### src/rtl/uart_pkg.sv
// Shared UART definitions: receiver state encoding, data width and synchronizer depth.
// Optional build macro UART_RX_PARITY_EN adds the receiver PARITY state.
package uart_pkg;

  localparam int unsigned UART_DATA_BITS  = 8;
  localparam int unsigned UART_SYNC_DEPTH = 2;
  localparam int unsigned UART_CNT_W      = 16;
  localparam int unsigned UART_BIT_CNT_W  = 3;

  // One-hot receiver states
  typedef enum logic [4:0] {
    RX_IDLE   = 5'b00001,
    RX_START  = 5'b00010,
    RX_DATA   = 5'b00100,
`ifdef UART_RX_PARITY_EN
    RX_PARITY = 5'b01000,
`endif
    RX_STOP   = 5'b10000
  } rx_state_e;

  // Effective clocks per bit: 0 selects the default, anything below 2 is raised to 2
  function automatic logic [UART_CNT_W-1:0] uart_eff_div(input logic [UART_CNT_W-1:0] div,
                                                         input logic [UART_CNT_W-1:0] dflt);
    logic [UART_CNT_W-1:0] n;
    n = (div == '0) ? dflt : div;
    if (n < UART_CNT_W'(2)) n = UART_CNT_W'(2);
    return n;
  endfunction

endpackage

### src/rtl/uart_sync.sv
// Multi-flop synchronizer for an asynchronous single-bit input, with selectable reset value.
module uart_sync
  import uart_pkg::*;
#(
  parameter int unsigned DEPTH   = UART_SYNC_DEPTH,
  parameter logic        RST_VAL = 1'b1
) (
  input  logic clk,
  input  logic rst,
  input  logic d_i,
  output logic q_o
);

  logic [DEPTH-1:0] sync_q;

  // Shift the raw input through the flop chain
  always_ff @(posedge clk) begin
    if (!rst) sync_q <= {DEPTH{RST_VAL}};
    else      sync_q <= {sync_q[DEPTH-2:0], d_i};
  end

  assign q_o = sync_q[DEPTH-1];

endmodule

### src/rtl/uart_rx.sv
// UART receiver, 8 data bits LSB first, runtime divisor, ready/valid output with overrun flag.
// Optional build macro UART_RX_PARITY_EN adds a parity bit (parity_odd / parity_err ports).
module uart_rx
  import uart_pkg::*;
#(
  parameter int unsigned CLOCK_FREQ    = 100000000,
  parameter int unsigned BAUD_RATE     = 115200,
  parameter int unsigned BAUD_CLOCK_NR = CLOCK_FREQ / BAUD_RATE
) (
  input  logic                      clk,
  input  logic                      rst,
  input  logic                      rxd,
  input  logic [UART_CNT_W-1:0]     baud_div,
  output logic [UART_DATA_BITS-1:0] rx_data,
  output logic                      rx_valid,
  input  logic                      rx_ready,
  output logic                      rx_busy,
  output logic                      frame_err,
  output logic                      overrun
`ifdef UART_RX_PARITY_EN
  ,
  output logic                      parity_err,
  input  logic                      parity_odd
`endif
);

  localparam int unsigned DW      = UART_DATA_BITS;
  localparam int unsigned CW      = UART_CNT_W;
  localparam int unsigned BW      = UART_BIT_CNT_W;
  localparam int unsigned FLUSH_W = $clog2(UART_SYNC_DEPTH + 1);
  localparam logic [CW-1:0] DFLT_DIV = CW'(BAUD_CLOCK_NR);

  logic               rxd_s;
  rx_state_e          state_q, state_d;
  logic [CW-1:0]      cnt_q, cnt_d;
  logic [BW-1:0]      bit_q, bit_d;
  logic [CW-1:0]      n_q, n_d;
  logic [DW-1:0]      shift_q, shift_d;
  logic [DW-1:0]      data_q, data_d;
  logic               valid_q, valid_d;
  logic               ferr_q, ferr_d;
  logic               ovr_q, ovr_d;
  logic               busy_q, busy_d;
  logic               prev_q;
  logic               armed_q;
  logic [FLUSH_W-1:0] flush_q;
  logic [CW-1:0]      n_eff;
  logic               start_edge;
  logic               deliver;
  logic               hs;
`ifdef UART_RX_PARITY_EN
  logic               perr_q, perr_d;
  logic               pbad_q, pbad_d;
`endif

  uart_sync #(
    .DEPTH   (UART_SYNC_DEPTH),
    .RST_VAL (1'b1)
  ) u_sync (
    .clk (clk),
    .rst (rst),
    .d_i (rxd),
    .q_o (rxd_s)
  );

  // Start-edge qualifier: armed only once the synchronizer has flushed and shown an idle line
  always_ff @(posedge clk) begin
    if (!rst) begin
      flush_q <= '0;
      armed_q <= 1'b0;
      prev_q  <= 1'b0;
    end else begin
      if (flush_q != FLUSH_W'(UART_SYNC_DEPTH)) flush_q <= flush_q + FLUSH_W'(1);
      armed_q <= armed_q | ((flush_q == FLUSH_W'(UART_SYNC_DEPTH)) & rxd_s);
      prev_q  <= rxd_s;
    end
  end

  assign n_eff      = uart_eff_div(baud_div, DFLT_DIV);
  assign start_edge = armed_q & prev_q & ~rxd_s;
  assign hs         = valid_q & rx_ready;

  // Frame sequencing, bit sampling and output handshake
  always_comb begin
    state_d = state_q;
    cnt_d   = cnt_q;
    bit_d   = bit_q;
    n_d     = n_q;
    shift_d = shift_q;
    data_d  = data_q;
    valid_d = valid_q;
    ferr_d  = 1'b0;
    ovr_d   = 1'b0;
    deliver = 1'b0;
`ifdef UART_RX_PARITY_EN
    perr_d  = 1'b0;
    pbad_d  = pbad_q;
`endif

    unique case (state_q)
      RX_IDLE: begin
        if (start_edge) begin
          state_d = RX_START;
          n_d     = n_eff;
          cnt_d   = (n_eff >> 1) - CW'(1);
`ifdef UART_RX_PARITY_EN
          pbad_d  = 1'b0;
`endif
        end
      end
      RX_START: begin
        if (cnt_q != '0) begin
          cnt_d = cnt_q - CW'(1);
        end else if (!rxd_s) begin
          state_d = RX_DATA;
          cnt_d   = n_q - CW'(1);
          bit_d   = '0;
        end else begin
          state_d = RX_IDLE;
        end
      end
      RX_DATA: begin
        if (cnt_q != '0) begin
          cnt_d = cnt_q - CW'(1);
        end else begin
          shift_d = {rxd_s, shift_q[DW-1:1]};
          cnt_d   = n_q - CW'(1);
          bit_d   = bit_q + BW'(1);
          if (bit_q == BW'(DW - 1)) begin
`ifdef UART_RX_PARITY_EN
            state_d = RX_PARITY;
`else
            state_d = RX_STOP;
`endif
          end
        end
      end
`ifdef UART_RX_PARITY_EN
      RX_PARITY: begin
        if (cnt_q != '0) begin
          cnt_d = cnt_q - CW'(1);
        end else begin
          if ((^shift_q ^ rxd_s) != parity_odd) begin
            perr_d = 1'b1;
            pbad_d = 1'b1;
          end
          cnt_d   = n_q - CW'(1);
          state_d = RX_STOP;
        end
      end
`endif
      RX_STOP: begin
        if (cnt_q != '0) begin
          cnt_d = cnt_q - CW'(1);
        end else begin
          state_d = RX_IDLE;
          cnt_d   = '0;
          if (rxd_s) begin
`ifdef UART_RX_PARITY_EN
            deliver = ~pbad_q;
`else
            deliver = 1'b1;
`endif
          end else begin
            ferr_d = 1'b1;
          end
        end
      end
      default: begin
        state_d = RX_IDLE;
        cnt_d   = '0;
      end
    endcase

    if (deliver) begin
      if (!valid_q || hs) begin
        data_d  = shift_q;
        valid_d = 1'b1;
      end else begin
        ovr_d = 1'b1;
      end
    end else if (hs) begin
      valid_d = 1'b0;
    end

    busy_d = (state_d != RX_IDLE);
  end

  // State and output registers
  always_ff @(posedge clk) begin
    if (!rst) begin
      state_q <= RX_IDLE;
      cnt_q   <= '0;
      bit_q   <= '0;
      n_q     <= '0;
      shift_q <= '0;
      data_q  <= '0;
      valid_q <= 1'b0;
      ferr_q  <= 1'b0;
      ovr_q   <= 1'b0;
      busy_q  <= 1'b0;
`ifdef UART_RX_PARITY_EN
      perr_q  <= 1'b0;
      pbad_q  <= 1'b0;
`endif
    end else begin
      state_q <= state_d;
      cnt_q   <= cnt_d;
      bit_q   <= bit_d;
      n_q     <= n_d;
      shift_q <= shift_d;
      data_q  <= data_d;
      valid_q <= valid_d;
      ferr_q  <= ferr_d;
      ovr_q   <= ovr_d;
      busy_q  <= busy_d;
`ifdef UART_RX_PARITY_EN
      perr_q  <= perr_d;
      pbad_q  <= pbad_d;
`endif
    end
  end

  assign rx_data   = data_q;
  assign rx_valid  = valid_q;
  assign rx_busy   = busy_q;
  assign frame_err = ferr_q;
  assign overrun   = ovr_q;
`ifdef UART_RX_PARITY_EN
  assign parity_err = perr_q;
`endif

endmodule

### config.mk
export PLATFORM = sky130hd
export DESIGN_NAME = uart_rx
export DESIGN_NICKNAME = d
export VERILOG_FILES = /design/src/rtl/uart_pkg.sv /design/src/rtl/uart_sync.sv /design/src/rtl/uart_rx.sv
export SDC_FILE = /design/constraint.sdc
export NUM_CORES = 1
export LEC_CHECK = 0
export ABC_AREA = 1
export CAP_MARGIN = 20
export CORE_ASPECT_RATIO = 0.5
export CORE_UTILIZATION = 55
export CTS_CLUSTER_DIAMETER = 80
export DETAILED_ROUTE_END_ITERATION = 10
export PLACE_DENSITY = 0.76
export SYNTH_ARGS = -nofsm -noshare
export SYNTH_HDL_FRONTEND = slang
export SYNTH_HIERARCHICAL = 1
export SYNTH_SLANG_ARGS = --single-unit
### constraint.sdc
create_clock -name clk -period 5.25 [get_ports clk]
set_clock_uncertainty 0.2 [all_clocks]
set_input_delay 0.525 -clock clk [delete_from_list [all_inputs] [get_ports clk]]
set_output_delay 0.525 -clock clk [all_outputs]
set_load 0.1 [all_outputs]
==> run_results.csv, run 1 <==
group,metric,value,unit
outcome,run_status,"complete, no violations",
routing,num_vias,3750,
final_layout,diodes,0,
final_layout,final_cell_mix,"nand2_1 (109), inv_1 (84), nor2_1 (74), dfxtp_1 (66), nand3_1 (50)",
synth,yosysSeqAreaShare,34.4,%
cts,postCtsSetupBuffers,0,
synth,yosys_warnings,6,
power_and_ir_drop,p_switching,0.375,mW
synth,ys_ff_latch,66,
timing,hold_violations,0,
die,row_count,21,
global_route,grtUsageMet3,7.13,%
cts,numCtsBuffers,9,
final_layout,area.sequential,0.00132,mm²
synth,netlist_area,0.00385,mm²
final_layout,final_util,67.4,%
final_layout,layout.nets,638,
power_and_ir_drop,power_frac_seq,38.8,%
power_and_ir_drop,leakage,2.00,nW
cts,clock-sinks,66,
routing,dr.pass1.iters,5,
timing,whs,198,ps
power_and_ir_drop,totalPowerFinal,1.38,mW
final_layout,stdcell_count,709,
synth,synth.distinct_cells,39,
global_route,grt_pass1_vias,3247,
global_route,grt_use_total,28.0,%
cts,cts_hold_buf,0,
cts,clock_latency,340,ps
placement,portBuffers,31,
power_and_ir_drop,pwr-share-clk,45.8,%
global_route,grtUsageMet1,39.3,%
cts,root_buffer,"clkbuf_16",
final_layout,syn2layout_area_growth,17.9,%
power_and_ir_drop,power_switching_share,27.3,%
final_layout,mostFrequentLayoutCell,"nand2_1",
timing,period_share,60.5,%
placement,dp_cells,693,
power_and_ir_drop,ir_drop,0.219,mV
cts,cts_tree,"done",
hold_path,min_path_type,"reg -> reg",
final_layout,multi_input_area,0.00212,mm²
die,ios,32,
die,dieArea,0.00735,mm²
timing,rsz0062_at_grt,"no",
power_and_ir_drop,pwr-share-comb,15.4,%
routing,drt_iter0_drc,285,
synth,synth_area_per_cell,6.60,µm²
final_layout,final_layout_size_suffix_gt1_share,5.67,%
die,die_x,120,µm
worst_setup_path,crit_start,"baud_div[3]",
hold_path,whs_path_depth,2,
global_route,busiest_layer,"met2",
cts,htree_levels,3,
cts,cts_resized,0,
routing,wl_per_cell,13.8,µm
placement,gp_congestion,0.938,
die,die_y,61.1,µm
worst_setup_path,reg2reg_depth,9,
global_route,grt_use_met2,42.5,%
routing,wl,9780,µm
global_route,grt_pass1_wl,15500,µm
global_route,grt_max_degree,30,
timing,fin_crit,3180,ps
worst_setup_path,end_kind,"flop",
placement,dp_hpwl,6920,µm
timing,layout_setup_ws,2070,ps
final_layout,fillers,630,
routing,viasPerCell,5.29,
placement,post-place-ws,1860,ps
final_layout,post-route-cell-area,0.00453,mm²
timing,setup_viol,0,
routing,route.detailed.drc,0,
power_and_ir_drop,p_int,1.00,mW
worst_setup_path,path_max_fanout,12,
run,maxCapViolations,0,
placement,placed_cell_area,0.00422,mm²
global_route,antenna_found_initial,0,
synth,synth_nets,609,
timing,fmax,315,MHz
hold_path,hold_start,"u_sync/sync_q[0]$_SDFF_PN1_",
die,start_util,57.2,%
global_route,grt.overflow.total,0,
synth,syn_inst,583,
worst_setup_path,reg2reg_from,"state_q[3]$_SDFF_PN0_",
timing,worst_slew_pin_slew,971,ps
cts,clock_path_buffers,2,
worst_setup_path,cp.required,5310,ps
routing,antenna_left,0,
cts,path_clk_slew,50,ps
timing,tns,0,ps
worst_setup_path,worst_ep_arrival_time,3240,ps
timing,relSlewSlack,35.1,%
power_and_ir_drop,p_per_area,304,mW/mm²
worst_setup_path,cp-start-kind,"input pin",
worst_setup_path,crit_type,"in -> reg",
die,core,0.00673,mm²
timing,slew_violations,0,
==> final cells by class <==
type	instances	area share [%]
clock buffers	13	5.96
clock inverters	3	1.02
inverters	88	7.29
multi-input cells	413	46.7
flip-flops and latches	66	29.1
well taps	92	2.54
repair buffers	34	7.34
==> final timing paths <==
path	end	slack, ps
max	cnt_q[14]$_SDFFE_PN0P_	2070
min	u_sync/sync_q[1]$_SDFF_PN1_	200
max reg2reg	n_q[0]$_SDFFE_PN0P_	2410
min reg2reg	u_sync/sync_q[1]$_SDFF_PN1_	200
==> cell families after synthesis <==
group | share of synthesized area [%]
simple gates | 30.6
compound gates | 17.1
buf+inv | 10.6
flops | 34.4
xor+xnor | 5.24
fa+ha+maj | 1.95
other cells | 0.0975
==> cell usage after synthesis, drive strengths merged <==
cell type  instances  share of area, %
nand3b             1              0.20
xnor2              6               1.4
inv               86               8.4
a31oi              1              0.16
nor3              12               1.8
o211a              1              0.26
nor4               5               1.2
nand2            112                11
a211oi             9               2.0
nand4              6              0.98
o22ai              3              0.85
dfxtp             66                34
conb               1             0.097
o221ai             2              0.46
clkbuf             9              0.88
nor2              78               8.0
o21bai             2              0.39
a21oi             46               6.0
nand3             51               6.8
xor2              17               3.9
ha                 6               2.0
clkinv             2              0.20
or2                2              0.33
nor3b              1              0.20
o211ai             6               1.2
o21ai             45               5.9
buf                7               1.1
==> sequential cells by signal (all words and copies together) (netlist names) <==
signal	flops
flush_q	2
state_q	5
rx_valid	1
cnt_q	16
rx_data	8
overrun	1
n_q	16
armed_q	1
bit_q	3
u_sync/sync_q	2
prev_q	1
shift_q	8
rx_busy	1
frame_err	1
==> metal layers <==
layer	wire length, µm	vias to the layer above
met5	0	-
met4	174	0
met3	770	18
met2	3960	134
met1	4880	1644
li1	-	1954
==> worst max-delay path, stage by stage <==
cell and delay [ps]:
clkdlybuf4s50_1 480, nor2_1 180, nand2_1 70, nor2_1 100
nand2_1 230, nand3_1 170, nor2_1 50, nor2_1 130
ha_1 200, nand2_1 90, nor2_1 200, nand2_1 140
nor2_1 190, nand2_1 110, nand2_1 90, nand3_1 90
a21oi_1 180
==> power by group through the flow <==
stage / Sequential, mW / Clock [mW] / Combinational [mW]
5_1_grt: 0.536 / 0.657 / 0.238
3_3_place_gp: 0.543 / 0 / 0.207
4_1_cts: 0.533 / 0.643 / 0.210
6_report: 0.534 / 0.630 / 0.213
3_5_place_dp: 0.544 / 0 / 0.208
2_1_floorplan: 0.543 / 0 / 0.148
No activity file was read; power rests on OpenSTA's default activity.
==> run 2, diff against run 1 <==
Clock period 5.25 ns to 2.95 ns, I/O delays scaled along.
==> run 2 against run 1 <==
Critical path depth decreased by 3; hold slack gained 10 ps; largest cell class unchanged; critical endpoint is now cnt_q[11]$_SDFFE_PN0P_; die area stayed put; register-to-register slack got worse by 2000 ps; core utilization grew 0.52 points.
==> run_results.csv, run 2 (same netlist as run 1, synthesis figures left out) <==
group,metric,value,unit
global_route,antenna_found_initial,0,
cts,numCtsBuffers,9,
timing,slew_violations,0,
placement,dp_cells,703,
timing,tns,0,ps
worst_setup_path,crit_top_cell,"inv_1",
final_layout,syn2layout_area_growth,18.8,%
global_route,grt_pass1_vias,3443,
timing,fmax,397,MHz
timing,rsz0062_at_grt,"no",
final_layout,reg_top3,"cnt_q (16), n_q (16)",
routing,wl,9820,µm
timing,relSlewSlack,58.8,%
worst_setup_path,end_kind,"flop",
cts,cts_tree,"done",
timing,setup_viol,0,
timing,layout_setup_ws,434,ps
global_route,grt_use_total,28.4,%
cts,htree_levels,3,
timing,hold_violations,0,
placement,gp_congestion,0.928,
routing,antenna_left,0,
global_route,grt_pass1_wl,16000,µm
final_layout,layout.nets,648,
die,start_util,57.2,%
die,die_x,120,µm
worst_setup_path,path_max_fanout,9,
cts,path_clk_slew,50,ps
timing,worst_slew_pin_slew,612,ps
power_and_ir_drop,p_per_area,529,mW/mm²
cts,clock-sinks,66,
die,ios,32,
hold_path,min_path_type,"reg -> reg",
power_and_ir_drop,leakage,2.07,nW
routing,viasPerCell,5.36,
worst_setup_path,crit_type,"reg -> reg",
worst_setup_path,slowest_delay,310,ps
placement,portBuffers,31,
run,maxCapViolations,0,
cts,clock_latency,330,ps
cts,cts_resized,0,
global_route,grt.overflow.total,0,
timing,period_share,85.3,%
cts,postCtsSetupBuffers,0,
die,row_count,21,
worst_setup_path,cp-start-kind,"flop",
final_layout,mostFrequentLayoutCell,"nand2_1",
timing,whs,208,ps
routing,route.detailed.drc,0,
worst_setup_path,cp.required,2980,ps
routing,dr.pass1.iters,5,
final_layout,diodes,0,
global_route,grt_max_degree,29,
final_layout,stdcell_count,719,
final_layout,fillers,642,
routing,wl_per_cell,13.7,µm
placement,dp_hpwl,7080,µm
timing,fin_crit,2520,ps
worst_setup_path,slowest_stage,"dfxtp_1",
placement,post-place-ws,148,ps
die,die_y,61.1,µm
worst_setup_path,path_cells,"inv_1, ha_1, nand3_2, nor3_2, nand2_2, nor2_4, nor2_1, inv_1, nand2_2, nand2_1, o21bai_1, nand3_1, nand2_1, inv_1",
final_layout,final_layout_size_suffix_gt1_share,9.09,%
die,dieArea,0.00735,mm²
outcome,run_status,"complete, no violations",
cts,root_buffer,"clkbuf_16",
final_layout,final_util,67.9,%
cts,clock_path_buffers,2,
routing,drt_iter0_drc,213,
routing,num_vias,3851,
cts,cts_hold_buf,0,
die,core,0.00673,mm²
final_layout,final_cell_mix,"nand2_1 (109), inv_1 (84), nor2_1 (74), dfxtp_1 (66), nand3_1 (50)",
worst_setup_path,worst_ep_arrival_time,2550,ps
power_and_ir_drop,ir_drop,0.418,mV
run 2: critical path, delay by kind of cell (launching register included):
kind | cells | cell delay (ps)
AOI/OAI and AO/OA | 1 | 100
and+or+nand+nor | 9 | 1220
DFF | 1 | 310
buffers and inverters | 3 | 350
adders and majority gates | 1 | 240
run 2: path summary, 6_finish.rpt:
check | from | end | slack [ps] | depth (start not counted)
worst max-delay path | cnt_q[0]$_SDFFE_PN0P_ | cnt_q[11]$_SDFFE_PN0P_ | 430 | 14
worst min-delay path | u_sync/sync_q[0]$_SDFF_PN1_ | u_sync/sync_q[1]$_SDFF_PN1_ | 210 | 2
worst max register to register | cnt_q[0]$_SDFFE_PN0P_ | cnt_q[11]$_SDFFE_PN0P_ | 430 | 14
worst min register to register | u_sync/sync_q[0]$_SDFF_PN1_ | u_sync/sync_q[1]$_SDFF_PN1_ | 210 | 2
run 2: final cells by class:
class	count	area (µm²)	area share [%]
repair buffers	44	378	8.27
clock inverters	4	50.0	1.10
well taps	92	115	2.52
clock buffers	12	256	5.61
multi-input cells	413	2120	46.3
inverters	88	330	7.23
flip-flops and latches	66	1320	28.9
run 2: stage by stage:
step | power (mW) | instance area [µm²]
final | 2.42 | 4570
after global routing | 2.53 | 4570
after CTS | 2.43 | 4570
after detailed placement | 1.35 | 4260
after global placement | 1.34 | 4260
after floorplan | 1.23 | 3850
run 2: where the power goes:
part           internal [mW]  leakage (nW)  switching (mW)  total (mW)
combinational          0.138          1.39           0.247       0.385
clock                  0.698         0.145           0.386        1.08
sequential             0.924         0.536          0.0244       0.949
run 2: per-layer routing:
layer  up-vias  part of all wire (%)  GRT usage (%)  wire length (µm)
met5         -                     0              0                 0
met4         0                   1.4           8.29               136
met3        14                   8.5           7.31               838
met2       135                    41           45.8              4060
met1      1726                    49           38.2              4780
li1       1976                     -              -                 -
==> run 3, diff against run 2 <==
Settings changed: CELL_PAD_IN_SITES_DETAIL_PLACEMENT set to 1, CELL_PAD_IN_SITES_GLOBAL_PLACEMENT set to 1, CORE_UTILIZATION 55 to 41, PLACE_DENSITY 0.76 to 0.79.
==> run 3 against run 2 <==
Combinational power increased by 5%; sequential cell count is the same; die area increased by 33%.
==> run_results.csv, run 3 (same netlist as run 1, synthesis figures left out) <==
group,metric,value,unit
routing,maxUsedRoutingLayer,"met4",
cts,numCtsBuffers,9,
routing,wl_per_cell,15.6,µm
final_layout,post-route-cell-area,0.00461,mm²
cts,postCtsSetupBuffers,0,
final_layout,mostFrequentLayoutCell,"nand2_1",
timing,slew_violations,0,
cts,htree_levels,3,
global_route,grt_use_total,25.5,%
hold_path,whs_path_depth,2,
timing,rsz0062_at_grt,"no",
cts,root_buffer,"clkbuf_16",
cts,path_clk_slew,60,ps
global_route,grt.overflow.total,0,
power_and_ir_drop,totalPowerFinal,2.42,mW
global_route,grt_pass1_vias,3919,
worst_setup_path,crit_type,"in -> reg",
timing,setup_viol,0,
power_and_ir_drop,ir_drop,0.329,mV
final_layout,final_layout_size_suffix_gt1_share,9.54,%
routing,wl_met3,629,µm
die,core,0.00889,mm²
die,ios,32,
placement,portBuffers,31,
power_and_ir_drop,p_per_area,525,mW/mm²
routing,num_vias,3868,
routing,viasPerCell,5.18,
worst_setup_path,cp-start-kind,"input pin",
timing,relSlewSlack,58.6,%
final_layout,syn2layout_area_growth,19.8,%
placement,placed_cell_area,0.00432,mm²
timing,fmax,393,MHz
run,maxCapViolations,0,
worst_setup_path,reg2reg_depth,13,
timing,tns,0,ps
placement,gp_congestion,0.900,
worst_setup_path,end_kind,"flop",
die,die_y,70.5,µm
global_route,grt_pass1_wl,19300,µm
final_layout,final_cell_mix,"nand2_1 (109), inv_1 (84), nor2_1 (74), dfxtp_1 (66), nand3_1 (50)",
outcome,run_status,"complete, no violations",
routing,route.detailed.drc,0,
timing,fin_crit,2540,ps
die,row_count,24,
worst_setup_path,path_max_fanout,4,
cts,clock_path_buffers,2,
cts,cts_tree,"done",
routing,wl_met2,5100,µm
die,dieArea,0.00980,mm²
die,die_x,139,µm
cts,clock-sinks,66,
routing,drt-met1-wl,5820,µm
hold_path,whs_endpoint,"u_sync/sync_q[1]$_SDFF_PN1_",
cts,clock_latency,330,ps
routing,antenna_left,0,
worst_setup_path,cp.required,2950,ps
final_layout,diodes,0,
cts,cts_resized,0,
worst_setup_path,worst-r2r-setup-slack,440,ps
timing,period_share,86.3,%
final_layout,layout.nets,651,
cts,cts_hold_buf,0,
global_route,antenna_found_initial,0,
hold_path,hold_start,"u_sync/sync_q[0]$_SDFF_PN1_",
die,start_util,43.3,%
final_layout,reg_top3,"cnt_q (16), n_q (16)",
routing,wl,11600,µm
hold_path,min_path_type,"reg -> reg",
power_and_ir_drop,leakage,2.08,nW
routing,drt_iter0_drc,208,
worst_setup_path,worst_ep_arrival_time,2550,ps
global_route,grt_max_degree,37,
placement,dp_hpwl,8550,µm
timing,hold_violations,0,
routing,dr.pass1.iters,6,
worst_setup_path,timing.rr.end,"cnt_q[11]$_SDFFE_PN0P_",
worst_setup_path,reg2reg_from,"cnt_q[0]$_SDFFE_PN0P_",
timing,worst_slew_pin_slew,615,ps
run 3: changes by cell type in the layout (fill, tap and decap cells not counted), sizes merged:
cell    before  now
buf         25   28
clkbuf      12   10
clkinv       3    4
run 3: per-layer routing:
metal / vias to the layer above / global-route usage [%]
met5: - / 0
met4: 0 / 8.02
met3: 10 / 5.42
met2: 70 / 41.5
met1: 1819 / 33.9
li1: 1969 / -
run 3: worst max-delay path, stage by stage:
cell and delay [ps]:
clkdlybuf4s50_1 430, nor2_1 150, nand2_1 90, nor2_1 110, nand2_1 80, nand3_1 90, nor2_1 50, nor2_1 120
ha_1 200, nand2_1 90, nor2_1 140, nand2_1 120, nor2_1 200, nand2_1 90, nand3_1 120, nand2_1 70
nand2_1 60, a21oi_1 60
run 3: final cells by class:
type                       count  area, µm²
inverter                      88        330
sequential                    66       1320
timing repair buffer          47        400
multi-input combinational    413       2120
clock inverter                 5       55.1
tap                          117        146
clock buffer                  10        239
fill                        1187       4280
run 3: worst max path at each step:
stage,end,slack [ps],startpoint,cells after the start
5_1_grt,cnt_q[10]$_SDFFE_PN0P_,50,baud_div[12],18
3_3_place_gp,cnt_q[10]$_SDFFE_PN0P_,140,baud_div[10],18
6_report,cnt_q[10]$_SDFFE_PN0P_,410,baud_div[10],18
3_5_place_dp,cnt_q[10]$_SDFFE_PN0P_,50,baud_div[10],18
4_1_cts,cnt_q[10]$_SDFFE_PN0P_,380,baud_div[10],18
2_1_floorplan,cnt_q[10]$_SDFFE_PN0P_,700,baud_div[10],18
run 3: where the power goes:
group	switching [mW]	internal, mW
clock	0.399	0.669
sequential	0.0262	0.924
combinational	0.260	0.144
run 3: through the flow:
stage | util [%] | std cells | worst slack, ps | hold WS [ps]
2_1_floorplan | - | 583 | 697 | 164
3_3_place_gp | 48.6 | 731 | 138 | 193
3_5_place_dp | 48.6 | 731 | 47.3 | 201
4_1_cts | 51.9 | 746 | 380 | 211
5_1_grt | 51.9 | 746 | 51.3 | 243
6_report | 51.9 | 746 | 405 | 208
